### config.mk
export PLATFORM = sky130hd
export DESIGN_NAME = mmio_uart
export DESIGN_NICKNAME = d
export VERILOG_FILES = /design/src/rtl/mmio_uart.sv
export SDC_FILE = /design/constraint.sdc
export NUM_CORES = 1
export LEC_CHECK = 0
export CORE_UTILIZATION = 35
export DETAILED_ROUTE_END_ITERATION = 12
export SETUP_SLACK_MARGIN = 0.15
export SLEW_MARGIN = 20
export SYNTH_ARGS = -nofsm -noshare
export SYNTH_HDL_FRONTEND = slang
export SYNTH_SLANG_ARGS = --single-unit
### constraint.sdc
create_clock -name clk -period 3.1 [get_ports clk]
set_input_delay 0.31 -clock clk [delete_from_list [all_inputs] [get_ports clk]]
set_output_delay 0.31 -clock clk [all_outputs]
set_load 0.02 [all_outputs]
### src/rtl/mmio_uart.sv
// Memory-mapped UART with TX/RX FIFOs, programmable baud divisor, sticky status flags,
// internal loopback and a level interrupt. Reads are combinational; writes and RX pops act on the edge.

module mmio_uart_fifo #(
    parameter int DEPTH = 8,
    parameter int W     = 8
) (
    input  logic         clk,
    input  logic         rst_n,
    input  logic         push,
    input  logic         pop,
    input  logic [W-1:0] din,
    output logic [W-1:0] dout,
    output logic         full,
    output logic         empty
);
    localparam int AW = $clog2(DEPTH);

    logic [W-1:0] mem [DEPTH];
    logic [AW:0]  wptr, rptr, wptr_n, rptr_n;

    assign wptr_n = push ? wptr + (AW+1)'(1) : wptr;
    assign rptr_n = pop  ? rptr + (AW+1)'(1) : rptr;
    assign dout   = mem[rptr[AW-1:0]];

    // Flags are registered so irq is a function of flops only.
    always_ff @(posedge clk or negedge rst_n) begin
        if (!rst_n) begin
            wptr  <= '0;
            rptr  <= '0;
            empty <= 1'b1;
            full  <= 1'b0;
        end else begin
            wptr  <= wptr_n;
            rptr  <= rptr_n;
            empty <= (wptr_n == rptr_n);
            full  <= (wptr_n[AW] != rptr_n[AW]) && (wptr_n[AW-1:0] == rptr_n[AW-1:0]);
        end
    end

    always_ff @(posedge clk) begin
        if (push) mem[wptr[AW-1:0]] <= din;
    end
endmodule

// state | meaning
// IDLE  | line idle; TX waits for FIFO data, RX waits for a synchronised 0
// START | start bit (TX drives 0 for divisor clocks, RX waits divisor/2 and re-checks)
// DATA  | 8 data bits, LSB first, one per divisor clocks
// STOP  | stop bit (TX drives 1, RX samples and pushes the byte)
module mmio_uart #(
    parameter int               Width     = 32,
    parameter logic [Width-1:0] BASE_ADDR = 'h0000_1000,
    parameter int               TX_DEPTH  = 8,
    parameter int               RX_DEPTH  = 8,
    parameter int               DIV_RESET = 434
) (
    input  logic             clk,
    input  logic             rst_n,
    input  logic             memWrite,
    input  logic             memRead,
    input  logic [Width-1:0] address,
    input  logic [Width-1:0] WriteData,
    output logic [Width-1:0] ReadData,
    output logic             Tx,
    input  logic             Rx,
    output logic             irq
);
    typedef enum logic [1:0] {IDLE, START, DATA, STOP} uart_state_t;

    logic       sel;
    logic [1:0] idx;
    logic       wr_data, wr_status, wr_ctrl, rd_data;
    assign sel       = (address[Width-1:4] == BASE_ADDR[Width-1:4]);
    assign idx       = address[3:2];
    assign wr_data   = memWrite && sel && (idx == 2'd0);
    assign wr_status = memWrite && sel && (idx == 2'd1);
    assign wr_ctrl   = memWrite && sel && (idx == 2'd2);
    assign rd_data   = memRead  && sel && (idx == 2'd0);

    logic unused_bits;
    assign unused_bits = ^{address[1:0], WriteData[Width-1:19]};

    logic [15:0] divisor;
    logic        loopback, rx_irq_en, tx_irq_en;
    always_ff @(posedge clk or negedge rst_n) begin
        if (!rst_n) begin
            divisor   <= 16'(DIV_RESET);
            loopback  <= 1'b0;
            rx_irq_en <= 1'b0;
            tx_irq_en <= 1'b0;
        end else if (wr_ctrl) begin
            divisor   <= (WriteData[15:0] < 16'd2) ? 16'd2 : WriteData[15:0];
            loopback  <= WriteData[16];
            rx_irq_en <= WriteData[17];
            tx_irq_en <= WriteData[18];
        end
    end

    logic       tx_push, tx_pop, tx_full, tx_empty;
    logic       rx_push, rx_pop, rx_full, rx_empty, rx_done;
    logic [7:0] tx_head, rx_head, rx_shift;

    // A full FIFO still accepts a write when the same edge frees a slot.
    assign tx_push = wr_data && (!tx_full || tx_pop);
    assign rx_pop  = rd_data && !rx_empty;
    assign rx_push = rx_done && (!rx_full || rx_pop);

    mmio_uart_fifo #(.DEPTH(TX_DEPTH), .W(8)) u_tx_fifo (
        .clk(clk), .rst_n(rst_n), .push(tx_push), .pop(tx_pop), .din(WriteData[7:0]),
        .dout(tx_head), .full(tx_full), .empty(tx_empty)
    );
    mmio_uart_fifo #(.DEPTH(RX_DEPTH), .W(8)) u_rx_fifo (
        .clk(clk), .rst_n(rst_n), .push(rx_push), .pop(rx_pop), .din(rx_shift),
        .dout(rx_head), .full(rx_full), .empty(rx_empty)
    );

    uart_state_t tx_state, tx_next;
    logic [15:0] tx_cnt, tx_div;
    logic [2:0]  tx_bit;
    logic [7:0]  tx_shift;
    logic        tx_tc;
    assign tx_tc = (tx_cnt == 16'd0);

    always_comb begin
        tx_next = tx_state;
        tx_pop  = 1'b0;
        Tx      = 1'b1;
        case (tx_state)
            IDLE:    if (!tx_empty) begin tx_pop = 1'b1; tx_next = START; end
            START:   begin Tx = 1'b0; if (tx_tc) tx_next = DATA; end
            DATA:    begin Tx = tx_shift[0]; if (tx_tc && tx_bit == 3'd7) tx_next = STOP; end
            STOP:    if (tx_tc) tx_next = IDLE;
            default: tx_next = IDLE;
        endcase
    end

    always_ff @(posedge clk or negedge rst_n) begin
        if (!rst_n) begin
            tx_state <= IDLE;
            tx_cnt   <= '0;
            tx_div   <= '0;
            tx_bit   <= '0;
            tx_shift <= '0;
        end else begin
            tx_state <= tx_next;
            if (tx_pop) begin
                tx_shift <= tx_head;
                tx_div   <= divisor;
                tx_cnt   <= divisor - 16'd1;
                tx_bit   <= '0;
            end else if (tx_state != IDLE) begin
                if (tx_tc) begin
                    tx_cnt <= tx_div - 16'd1;
                    if (tx_state == DATA) begin
                        tx_shift <= {1'b0, tx_shift[7:1]};
                        tx_bit   <= tx_bit + 3'd1;
                    end
                end else begin
                    tx_cnt <= tx_cnt - 16'd1;
                end
            end
        end
    end

    logic [1:0] rx_sync;
    logic       rx_s;
    assign rx_s = rx_sync[1];
    always_ff @(posedge clk or negedge rst_n) begin
        if (!rst_n) rx_sync <= 2'b11;
        else        rx_sync <= {rx_sync[0], loopback ? Tx : Rx};
    end

    uart_state_t rx_state, rx_next;
    logic [15:0] rx_cnt, rx_div;
    logic [2:0]  rx_bit;
    logic        rx_start, rx_tc;
    assign rx_tc = (rx_cnt == 16'd0);

    always_comb begin
        rx_next  = rx_state;
        rx_start = 1'b0;
        rx_done  = 1'b0;
        case (rx_state)
            IDLE:    if (!rx_s) begin rx_start = 1'b1; rx_next = START; end
            START:   if (rx_tc) rx_next = rx_s ? IDLE : DATA;
            DATA:    if (rx_tc && rx_bit == 3'd7) rx_next = STOP;
            STOP:    if (rx_tc) begin rx_done = 1'b1; rx_next = IDLE; end
            default: rx_next = IDLE;
        endcase
    end

    always_ff @(posedge clk or negedge rst_n) begin
        if (!rst_n) begin
            rx_state <= IDLE;
            rx_cnt   <= '0;
            rx_div   <= '0;
            rx_bit   <= '0;
            rx_shift <= '0;
        end else begin
            rx_state <= rx_next;
            if (rx_start) begin
                rx_div <= divisor;
                rx_cnt <= (divisor >> 1) - 16'd1;
                rx_bit <= '0;
            end else if (rx_state != IDLE) begin
                if (rx_tc) begin
                    rx_cnt <= rx_div - 16'd1;
                    if (rx_state == DATA) begin
                        rx_shift <= {rx_s, rx_shift[7:1]};
                        rx_bit   <= rx_bit + 3'd1;
                    end
                end else begin
                    rx_cnt <= rx_cnt - 16'd1;
                end
            end
        end
    end

    // Sticky flags: a set event in the same cycle as a W1C wins.
    logic rx_ovr, tx_ovf, frame_err;
    always_ff @(posedge clk or negedge rst_n) begin
        if (!rst_n) begin
            rx_ovr    <= 1'b0;
            tx_ovf    <= 1'b0;
            frame_err <= 1'b0;
        end else begin
            rx_ovr    <= (rx_ovr && !(wr_status && WriteData[5])) || (rx_done && rx_full && !rx_pop);
            tx_ovf    <= (tx_ovf && !(wr_status && WriteData[6])) || (wr_data && tx_full && !tx_pop);
            frame_err <= (frame_err && !(wr_status && WriteData[7])) || (rx_done && !rx_s);
        end
    end

    logic [7:0] status;
    assign status = {frame_err, tx_ovf, rx_ovr, (tx_state != IDLE), rx_full, rx_empty, tx_empty, tx_full};

    always_comb begin
        ReadData = '0;
        if (sel) begin
            case (idx)
                2'd0:    ReadData = rx_empty ? '0 : Width'(rx_head);
                2'd1:    ReadData = Width'(status);
                2'd2:    ReadData = Width'({tx_irq_en, rx_irq_en, loopback, divisor});
                default: ReadData = '0;
            endcase
        end
    end

    assign irq = (rx_irq_en && !rx_empty) || (tx_irq_en && tx_empty);
endmodule

==> impl_results.md <==
* Static leakage power at 6.15 nW
* Sequential element share of the synthesized area at 58.8%
* Startpoint of the worst-slack reg-to-reg timing path: tx_state[0]
* Most area-consuming cells after synthesis: sky130_fd_sc_hd__edfxtp_1 31%, sky130_fd_sc_hd__dfrtp_1 26%, sky130_fd_sc_hd__mux4_2 5.9%
* Chip height at 189 um
* Pwr per Cell Area at between 900 and 1000 mW/mm^2
* VDD IR max at between 0.9 and 1 mV
* Final count of negative-setup-slack endpoints at 0
* HPWL after detailed placement at between 15 and 20 mm
* Growth of design area from synthesis to finish at 22.3%
* Kind of launch point of the worst setup path: register
* Clock tree sinks at 262
* Worst Path Required at ~2.8 ns
* Count of nets left with antenna violations after detail routing at 0
* Per-cell routed wire length at approximately 18 um
* Count of buffers from port buffering at 74
* Filler Cell Count at 3,194
* Number of distinct library cells after synthesis at 74
* H-tree levels at 1
* Global Route Usage Sum at about 16%
* Number of maximum-capacitance violations at 0
* Antenna diode count at 0
* CTS tree: done
* Cell type contributing the most total cell area after synthesis: sky130_fd_sc_hd__edfxtp_1
* Met2 wirelength from detailed routing at approximately 14 mm
* Per-cell via count in the routed design at about 5.1
* Synthesized area per cell at around 12 um^2
* Depth of the worst hold-timing path at 3
* Startpoint-to-endpoint class of the critical path: reg2out
* Worst hold start: WriteData[17]
* Crit Path Max Fanout at 6
* Flip-flop and latch area at slightly above 0.007 mm^2
* Min-Delay Endpoint: rx_irq_en
* TritonRoute pass-1 iters at 7
* Main flop type after synthesis: sky130_fd_sc_hd__edfxtp_1
* Max-slew headroom at 46.1%
* Ports at between 100 and 150
* Uppermost routed layer: met4
* Post-route DRC violation count at 0
* Achievable clock frequency at between 0.3 and 0.4 GHz
* Worst Setup End Kind: output pin
* Largest net degree at the start of global routing at 83
* Worst endpoint data arrival time at around 2.6 ns
* TritonCTS Buffers at 29
* Total negative slack at 0 ns
* Post-Syn Instances at ~1,000
* Yosys warns at 0
* Total routed wire length on the met1 layer at around 13 mm
* Site row count at 68
* Number of pins exceeding their max-slew limit in the final report at 0
* Fraction of final layout cells sized beyond drive strength 1 at between 20% and 30%
* Max Buffers Root-to-Sink at 3
* Register-to-register setup slack at ~0.30 ns
* Min cycle time layout at approximately 3 ns
* GP Congestion at roughly 0.82
* Global-route wire length before repair at between 40 and 50 mm
* Cell at the root of the clock tree: sky130_fd_sc_hd__clkbuf_16
* Aggregate routed wire length at between 20 and 30 mm
* Area of the placeable core at around 0.035 mm^2
* Net count of the finished layout at 1,215
* Total gr overflow at 0
* Yosys top cell area share at a little under a third
* Initial cell density of the core at a little over a third
* Initial antenna violation count at 0
* Vias in the first global route at between 7,000 and 8,000
* Library cell with the highest instance count after synthesis: sky130_fd_sc_hd__nand2_1
* Die Wd at 189 um
* Flops & latches, synth at ~260
* Register clock-pin slew on the reported worst setup and hold paths at roughly 0.060 ns
* RSZ-0062 raised after global routing: yes
* Run status: complete, no violations
* Share of synthesized flip-flops with an asynchronous set or reset at 51.1%
* Final Cycle Share at a little over nine tenths
* R2r worst-path depth at 10
* 1st-iter DRT viols at between 500 and 600
* Worst min-delay path category: in2reg
* Post-layout total power at 13.9 mW
* Post-synthesis cell area at between 0.01 and 0.015 mm^2
* Routed wire length on met3 at about 1.0 mm
* Insertion delay to the later sink of the worst-skew pair at around 0.56 ns
* Vias after detailed routing at about 8,200
* Transition time at the pin with the least slew margin at ~0.81 ns
* Max Clock Skew at 0.0176 ns
* Destination of the worst register-to-register timing path: tx_cnt[15]
* Number of synthesized flops with an enable pin at approximately 130
* Multi-input logic area at around 0.0048 mm^2
* Top cells by instance count after synthesis: 153 x sky130_fd_sc_hd__nand2_1, 128 x sky130_fd_sc_hd__edfxtp_1, 125 x sky130_fd_sc_hd__dfrtp_1
* Die area at between 0.03 and 0.04 mm^2
* Final number of hold-violating endpoints at 0
-- registers in the layout, summed over array words and instances, names as in the netlist, 2 cells and up, named ones only --
register        flops
tx_cnt             16
rx_div             16
tx_bit              3
divisor            16
tx_shift            8
tx_div             16
u_tx_fifo.mem      64
u_rx_fifo.wptr      4
u_tx_fifo.wptr      4
u_rx_fifo.rptr      4
rx_bit              3
u_rx_fifo.mem      64
u_tx_fifo.rptr      4
rx_cnt             16
rx_shift            8
tx_state            2
rx_sync             2
-- placed cells by master (no fill, tap or decap), drive strengths merged, types with 32 or more instances in the layout --
cell type	instances
edfxtp	128
clkbuf	43
mux2	34
nor2	69
o21ai	44
clkdlybuf4s50	54
buf	80
nand2	153
dfrtp	125
a21oi	51
mux4	32
-- logic make-up after synthesis --
kind of cell / after synthesis / share of synthesized area [%]
AO/OA/AOI/OAI: 171 / 8.69
XOR/XNOR: 40 / 3.04
adder cells (fa/ha/maj): 15 / 1.53
buffers and inverters: 80 / 3.25
flip-flops: 262 / 58.8
multiplexers: 87 / 10.7
other: 1 / 0.0306
AND/OR/NAND/NOR: 348 / 14.0
-- power breakdown --
part	switching, mW	internal, mW	leakage (nW)
combinational	3.52	2.71	2.66
sequential	0.118	3.97	3.02
clock	1.40	2.15	0.473
-- per-stage QoR --
stage / worst slack (ns) / utilization [%] / instance area, um^2 / hold slack, ns / cells
after floorplan: 0.160 / - / 12300 / 0.0144 / 1016
after global placement: 0.0144 / 40.2 / 13900 / 0.348 / 1549
after detailed placement: -0.00232 / 40.2 / 13900 / 0.348 / 1549
after CTS: 0.0257 / 43.2 / 14900 / 0.318 / 1606
after global routing: 0.0965 / 43.4 / 15000 / 0.342 / 1609
final: 0.176 / 43.4 / 15000 / 0.332 / 1609
-- critical path: stages, from the launching register on --
cell and delay (ns):
sky130_fd_sc_hd__dfrtp_2 0.40, sky130_fd_sc_hd__buf_4 0.13, sky130_fd_sc_hd__bufbuf_16 0.25, sky130_fd_sc_hd__mux4_2 0.52, sky130_fd_sc_hd__mux2i_4 0.20, sky130_fd_sc_hd__nor2_2 0.07
sky130_fd_sc_hd__a21oi_1 0.12, sky130_fd_sc_hd__o22a_1 0.16, sky130_fd_sc_hd__nor2_2 0.06, sky130_fd_sc_hd__buf_4 0.15
-- area by class of cell --
class                   count  area share [%]
flip-flops and latches    262            48.1
inverters                  12           0.300
clock buffers              39            5.32
repair buffers            151            9.19
multi-input cells         675            32.0
well taps                 455            3.80
clock inverters            15            1.34
-- what timing repair did --
action	in CTS	in global routing
pin swaps	0	4
setup endpoints to repair	19	10
cloned	1	1
hold endpoints to repair	75	0
hold buffers	1	0
buffers inserted	1	2
resized for setup	40	20
-- routing by layer --
metal / vias to the layer above / GRT usage [%]
met3: 28 / 2.08
met4: 0 / 3.75
met2: 159 / 26.3
met1: 4086 / 22.6
li1: 3917 / -
met5: - / 0
-- worst max path at each step --
stage                            from            to  slack, ns  depth (start not counted)
CTS                 u_rx_fifo.rptr[0]   ReadData[3]       0.03                         10
global route        u_rx_fifo.rptr[0]   ReadData[5]        0.1                          9
global placement          address[13]  ReadData[12]       0.01                          8
finish              u_rx_fifo.rptr[0]   ReadData[5]       0.18                          9
detailed placement        address[13]  ReadData[15]     -0.002                          8
floorplan                 tx_state[0]    tx_cnt[12]       0.16                         13
Note: power is estimated with default switching activity, not from simulation.
